## config.mk

```make
export PLATFORM = sky130hd
export DESIGN_NAME = fifo_fwft_sync
export DESIGN_NICKNAME = d
export VERILOG_FILES = /design/src/rtl/fifo_pkg.sv /design/src/rtl/fifo_regfile_1w1r.sv /design/src/rtl/fifo_fwft_sync.sv
export SDC_FILE = /design/constraint.sdc
export NUM_CORES = 1
export LEC_CHECK = 0
export ABC_AREA = 1
export ABC_CLOCK_PERIOD_IN_PS = 3000
export CORE_ASPECT_RATIO = 1.5
export CORE_MARGIN = 5
export CORE_UTILIZATION = 28
export CTS_BUF_LIST = sky130_fd_sc_hd__clkbuf_4 sky130_fd_sc_hd__clkbuf_8 sky130_fd_sc_hd__clkbuf_16
export CTS_CLUSTER_SIZE = 10
export DETAILED_ROUTE_END_ITERATION = 7
export PLACE_DENSITY = 0.48
export SYNTH_ARGS = -nofsm -noshare
export SYNTH_HDL_FRONTEND = slang
export SYNTH_SLANG_ARGS = --single-unit
```

## constraint.sdc

```tcl
create_clock -name clk -period 3 [get_ports clk]
set_input_delay 0.3 -clock clk [delete_from_list [all_inputs] [get_ports clk]]
set_output_delay 0.3 -clock clk [all_outputs]
set_load 0.03 [all_outputs]
```

## src/rtl/fifo_pkg.sv

```systemverilog
`default_nettype none
// ============================================================================
// Module      : fifo_pkg
// Description : Shared types and helpers for the synchronous FWFT FIFO.
//               - ptr_t      : widest supported pointer type. Each FIFO
//                              instance keeps LOG2_OF_DEPTH+1 bit pointers
//                              and narrows helper results back to that width.
//               - depth_of() : DEPTH derivation, 2**LOG2_OF_DEPTH.
//               - level_of() : occupancy from write/read pointers.
// Revision    : 1.0 - initial release
// ============================================================================
package fifo_pkg;

    localparam int unsigned c_PTR_W_MAX = 32;

    typedef logic [c_PTR_W_MAX-1:0] ptr_t;

    function automatic int unsigned depth_of(input int unsigned log2_of_depth);
        return 32'd1 << log2_of_depth;
    endfunction

    // Plain subtraction. The caller truncates the result to its own pointer
    // width, which turns it into the modulo-2**(LOG2_OF_DEPTH+1) difference.
    function automatic ptr_t level_of(input ptr_t wr, input ptr_t rd);
        return wr - rd;
    endfunction

endpackage
`default_nettype wire

```

## src/rtl/fifo_regfile_1w1r.sv

```systemverilog
`default_nettype none
// ============================================================================
// Module      : fifo_regfile_1w1r
// Description : WIDTH x 2**ADDR_W flop array, one synchronous write port and
//               one asynchronous read port. Contents are not reset.
// Ports       : clk              - clock, rising edge
//               we/waddr/wdata   - write enable, address, data
//               raddr/rdata      - read address, combinational read data
// Revision    : 1.0 - initial release
// ============================================================================
module fifo_regfile_1w1r
    import fifo_pkg::*;
#(
    parameter int WIDTH  = 8,
    parameter int ADDR_W = 4
) (
    input  logic              clk,
    input  logic              we,
    input  logic [ADDR_W-1:0] waddr,
    input  logic [WIDTH-1:0]  wdata,
    input  logic [ADDR_W-1:0] raddr,
    output logic [WIDTH-1:0]  rdata
);

    localparam int unsigned c_DEPTH = depth_of(ADDR_W);

    logic [WIDTH-1:0] r_mem [c_DEPTH];

    always_ff @(posedge clk) begin
        if (we) begin
            r_mem[waddr] <= wdata;
        end
    end

    assign rdata = r_mem[raddr];

endmodule
`default_nettype wire

```

## src/rtl/fifo_fwft_sync.sv

```systemverilog
`default_nettype none
// ============================================================================
// Module      : fifo_fwft_sync
// Description : Synchronous first-word-fall-through FIFO with fill level and
//               almost-full / almost-empty flags. Storage is a flop array.
//               Optional synchronous flush when macro FIFO_FLUSH_EN is
//               defined (adds port flush_in).
// Ports       : clk, rst_in                  - clock, sync active-high reset
//               flush_in                     - flush (FIFO_FLUSH_EN only)
//               din/input_valid/input_ready  - producer handshake
//               qout/output_valid/output_ready - consumer handshake (FWFT)
//               level                        - occupancy 0..DEPTH
//               almost_full / almost_empty   - level >= AF / level <= AE
// Revision    : 1.0 - initial release
// ============================================================================
module fifo_fwft_sync
    import fifo_pkg::*;
#(
    parameter int WIDTH         = 8,
    parameter int LOG2_OF_DEPTH = 4,
    parameter int AF_THRESH     = 12,
    parameter int AE_THRESH     = 2
) (
    input  logic                     clk,
    input  logic                     rst_in,
`ifdef FIFO_FLUSH_EN
    input  logic                     flush_in,
`endif
    input  logic [WIDTH-1:0]         din,
    input  logic                     input_valid,
    output logic                     input_ready,
    output logic [WIDTH-1:0]         qout,
    output logic                     output_valid,
    input  logic                     output_ready,
    output logic [LOG2_OF_DEPTH:0]   level,
    output logic                     almost_full,
    output logic                     almost_empty
);

    localparam int                 c_PTR_W      = LOG2_OF_DEPTH + 1;
    localparam int unsigned        c_DEPTH      = depth_of(LOG2_OF_DEPTH);
    localparam logic [c_PTR_W-1:0] c_LEVEL_FULL = c_PTR_W'(c_DEPTH);
    localparam logic [c_PTR_W-1:0] c_AF_LEVEL   = c_PTR_W'(AF_THRESH);
    localparam logic [c_PTR_W-1:0] c_AE_LEVEL   = c_PTR_W'(AE_THRESH);
    localparam logic [c_PTR_W-1:0] c_PTR_ONE    = c_PTR_W'(1);

    // Pointers carry one extra MSB so that equal low bits can be told apart
    // as either empty (MSBs equal) or full (MSBs differ).
    logic [c_PTR_W-1:0] r_wr_ptr;
    logic [c_PTR_W-1:0] r_rd_ptr;
    logic [c_PTR_W-1:0] w_level;
    logic               w_full;
    logic               w_empty;
    logic               w_flush;
    logic               w_wr_en;
    logic               w_rd_en;

`ifdef FIFO_FLUSH_EN
    assign w_flush = flush_in;
`else
    assign w_flush = 1'b0;
`endif

    assign w_level = c_PTR_W'(level_of(ptr_t'(r_wr_ptr), ptr_t'(r_rd_ptr)));
    assign w_full  = (w_level == c_LEVEL_FULL);
    assign w_empty = (w_level == '0);

    // Handshake outputs depend only on registered pointers (and flush, which
    // deliberately blocks both sides during the cycle it is asserted).
    assign input_ready  = !w_full  && !w_flush;
    assign output_valid = !w_empty && !w_flush;

    assign w_wr_en = input_valid  && input_ready;
    assign w_rd_en = output_valid && output_ready;

    assign level        = w_level;
    assign almost_full  = (w_level >= c_AF_LEVEL);
    assign almost_empty = (w_level <= c_AE_LEVEL);

    always_ff @(posedge clk) begin
        if (rst_in) begin
            r_wr_ptr <= '0;
            r_rd_ptr <= '0;
        end else if (w_flush) begin
            // Discard contents by catching the write pointer up to the reader.
            r_wr_ptr <= r_rd_ptr;
        end else begin
            if (w_wr_en) begin
                r_wr_ptr <= r_wr_ptr + c_PTR_ONE;
            end
            if (w_rd_en) begin
                r_rd_ptr <= r_rd_ptr + c_PTR_ONE;
            end
        end
    end

    fifo_regfile_1w1r #(
        .WIDTH  (WIDTH),
        .ADDR_W (LOG2_OF_DEPTH)
    ) u_regfile (
        .clk   (clk),
        .we    (w_wr_en && !rst_in),
        .waddr (r_wr_ptr[LOG2_OF_DEPTH-1:0]),
        .wdata (din),
        .raddr (r_rd_ptr[LOG2_OF_DEPTH-1:0]),
        .rdata (qout)
    );

endmodule
`default_nettype wire

```

==> metrics.txt, run 1 <==
Yosys cell types 30; Inserted Clock Buffers 17; Core Area 0.0216 mm^2; RR Startpoint r_wr_ptr[0]; Final Cycle Share 0.938; Final Max Tran Viols 0; setup tns final 0 ns; share of cells above drive strength 1 0.162; Final setup violation count 0; Max Cap Viol 0; most common cell after layout, fill and taps aside edfxtp_1; clk buf depth 2; Synthesized Nets 558; Setup CP Type register to output pin; Critical Path Start Type register; GRT Overall Usage 0.131; gpl congestion 0.877; Antenna diodes 0; leak pwr 0.00257 uW; Hold WS 0.543 ns; HP Class register to register; Worst-Margin Slew 0.846 ns; cell mode on critical path nand2_1; Rows 66; outcome finished, final reports clean; unrepaired setup endpoints after global routing no; Max stage delay on crit path 0.44 ns; Storage cell area 0.00413 mm^2; Hold Path Origin r_rd_ptr[2]; initial antenna violation count 0; CTS tree built; leading cell types in the layout, fill and taps excluded edfxtp_1, nor2_1, o21ai_0; Min Clock Period, post-route 2.81 ns; yosys warns 0; hold-fix buffers at CTS 0; Die ar. ~0.025 mm^2; cells along the critical path inv_1, ha_1, fa_1, nand3b_1, nand2_1, nand2_1, nand2_1, nand3_2, dlygate4sd2_1; Seq cells post-synth 142; cell family contributing the most delay on the critical path adder cells; R2R depth 12; CTS Sinks 142; Clock Latency Late Sink about 0.42 ns; Max VDD drop ~390 uV; Critical-path top delay cell fa_1; HPWL after DPL approximately 11 mm; max frequency 355 MHz; Die H 191 um; synthesized area 0.00611 mm^2; pin count of the biggest net entering global routing 65; Root Driver clkbuf_16; Vias 4068; total global routing overflow 0; worst path required time about 2.7 ns; I/O pin total 29; Routed WL 15.5 mm; first-pass GRT wire length 23.6 mm; setup repair bufs after CTS 0; Port Buffers 28; Arrival @ worst endpoint around 2.5 ns; Bufs and invs on worst path 2; die width 131 um; Avg Synthesized Cell Area 11.4 um^2; worst setup path start r_wr_ptr[0]; placed inst area 0.00682 mm^2; multi-input logic area 0.00176 mm^2; DR iter-0 viols 244; Worst-path clk slew around 0.060 ns; PD cells 747 mW/mm^2; Synth-to-Final Area Change 21.7%; Worst path depth 9; drt wl/cell 17.9 um; relative slew slack 0.434; vias per cell 4.68; design area 0.00744 mm^2; vias in the first global route between 4000 and 5000; Initial Util 0.283; clk_skew 0.00854 ns; Final ANT Viol Nets 0; synthesized instance count 536; final-stage net count 606; CP endpoint kind output pin; # resized after CTS 10; critical path peak fanout 5; Hold Crit Depth 2; post-synthesis sequential area ratio 0.674; Final Util 0.344; H-Tree Depth 4; TritonRoute pass-1 iters 4; DRC viols 0; # fillers 2195; final count of hold timing violations 0
## final cells by class
cell class / count / area share
flip-flops and latches: 142 / 0.554
clock buffers: 26 / 0.0797
multi-input cells: 343 / 0.237
inverters: 23 / 0.0119
well taps: 272 / 0.0457
repair buffers: 57 / 0.0662
clock inverters: 6 / 0.00521
## cells by family after synthesis
family / after synthesis / share of synthesized area
buffers and inverters: 51 / 0.0372
adder cells (fa/ha/maj): 10 / 0.0217
AO/OA/AOI/OAI: 115 / 0.108
AND/OR/NAND/NOR: 215 / 0.153
XOR/XNOR: 3 / 0.00553
flip-flops: 142 / 0.674
## synth_stat cells, drive strengths merged
| master | number | area [um^2] |
|---|---|---|
| fa | 1 | 20.0 |
| ha | 9 | 113 |
| buf | 14 | 85.1 |
| nor2 | 134 | 536 |
| nor4 | 1 | 6.26 |
| xor2 | 1 | 8.76 |
| nand3b | 1 | 7.51 |
| o211ai | 32 | 240 |
| a21oi | 11 | 58.8 |
| o21ai | 72 | 360 |
| clkbuf | 14 | 56.3 |
| dfxtp | 14 | 280 |
| nand3 | 24 | 173 |
| xnor2 | 2 | 25.0 |
| nor3 | 1 | 5.00 |
| inv | 23 | 86.3 |
| nand2 | 54 | 210 |
| edfxtp | 128 | 3840 |
## stage by stage
step                total power, uW  setup WS [ns]  std cells
floorplan                      3030          0.213        536
global placement               3480          0.261        837
detailed placement             3490          0.150        837
CTS                            5630         0.0128        869
global route                   5820        0.00468        869
finish                         5560          0.185        869
## worst min-delay path, delay by kind of cell (launching register included)
kind | cells | cell delay [ns]
AO/OA/AOI/OAI | 1 | 0.12
AND/OR/NAND/NOR | 1 | 0.06
flip-flops | 1 | 0.33
## power breakdown
group	switching, uW	internal, uW
Combinational	767	387
Clock	792	1370
Sequential	52.1	2200
Total	1610	3950
## layer usage
| metal | track usage | share of wire |
|---|---|---|
| met5 | 0 | 0 |
| met3 | 0.0316 | 0.039 |
| met4 | 0.0503 | 0.022 |
| met1 | 0.137 | 0.37 |
| met2 | 0.246 | 0.57 |
## path summary, 6_finish.rpt
| path | end | slack, ns |
|---|---|---|
| worst max-delay path | output_valid | 0.19 |
| worst min-delay path | register | 0.54 |
| worst max register to register | u_regfile.r_mem[1][3] | 0.28 |
| worst min register to register | register | 0.54 |
## state kept, by name, summed over array words and instances (netlist names), named ones only
| signal | count |
|---|---|
| r_wr_ptr | 5 |
| r_rd_ptr | 5 |
| u_regfile.r_mem | 128 |
Power figures use the tool's default switching activity.
==> inputs of run 2 (changes only) <==
- CAP_MARGIN: unset -> 20
==> results of run 2 <==
No change in the layout: final DEF, timing and power equal those of run 1.
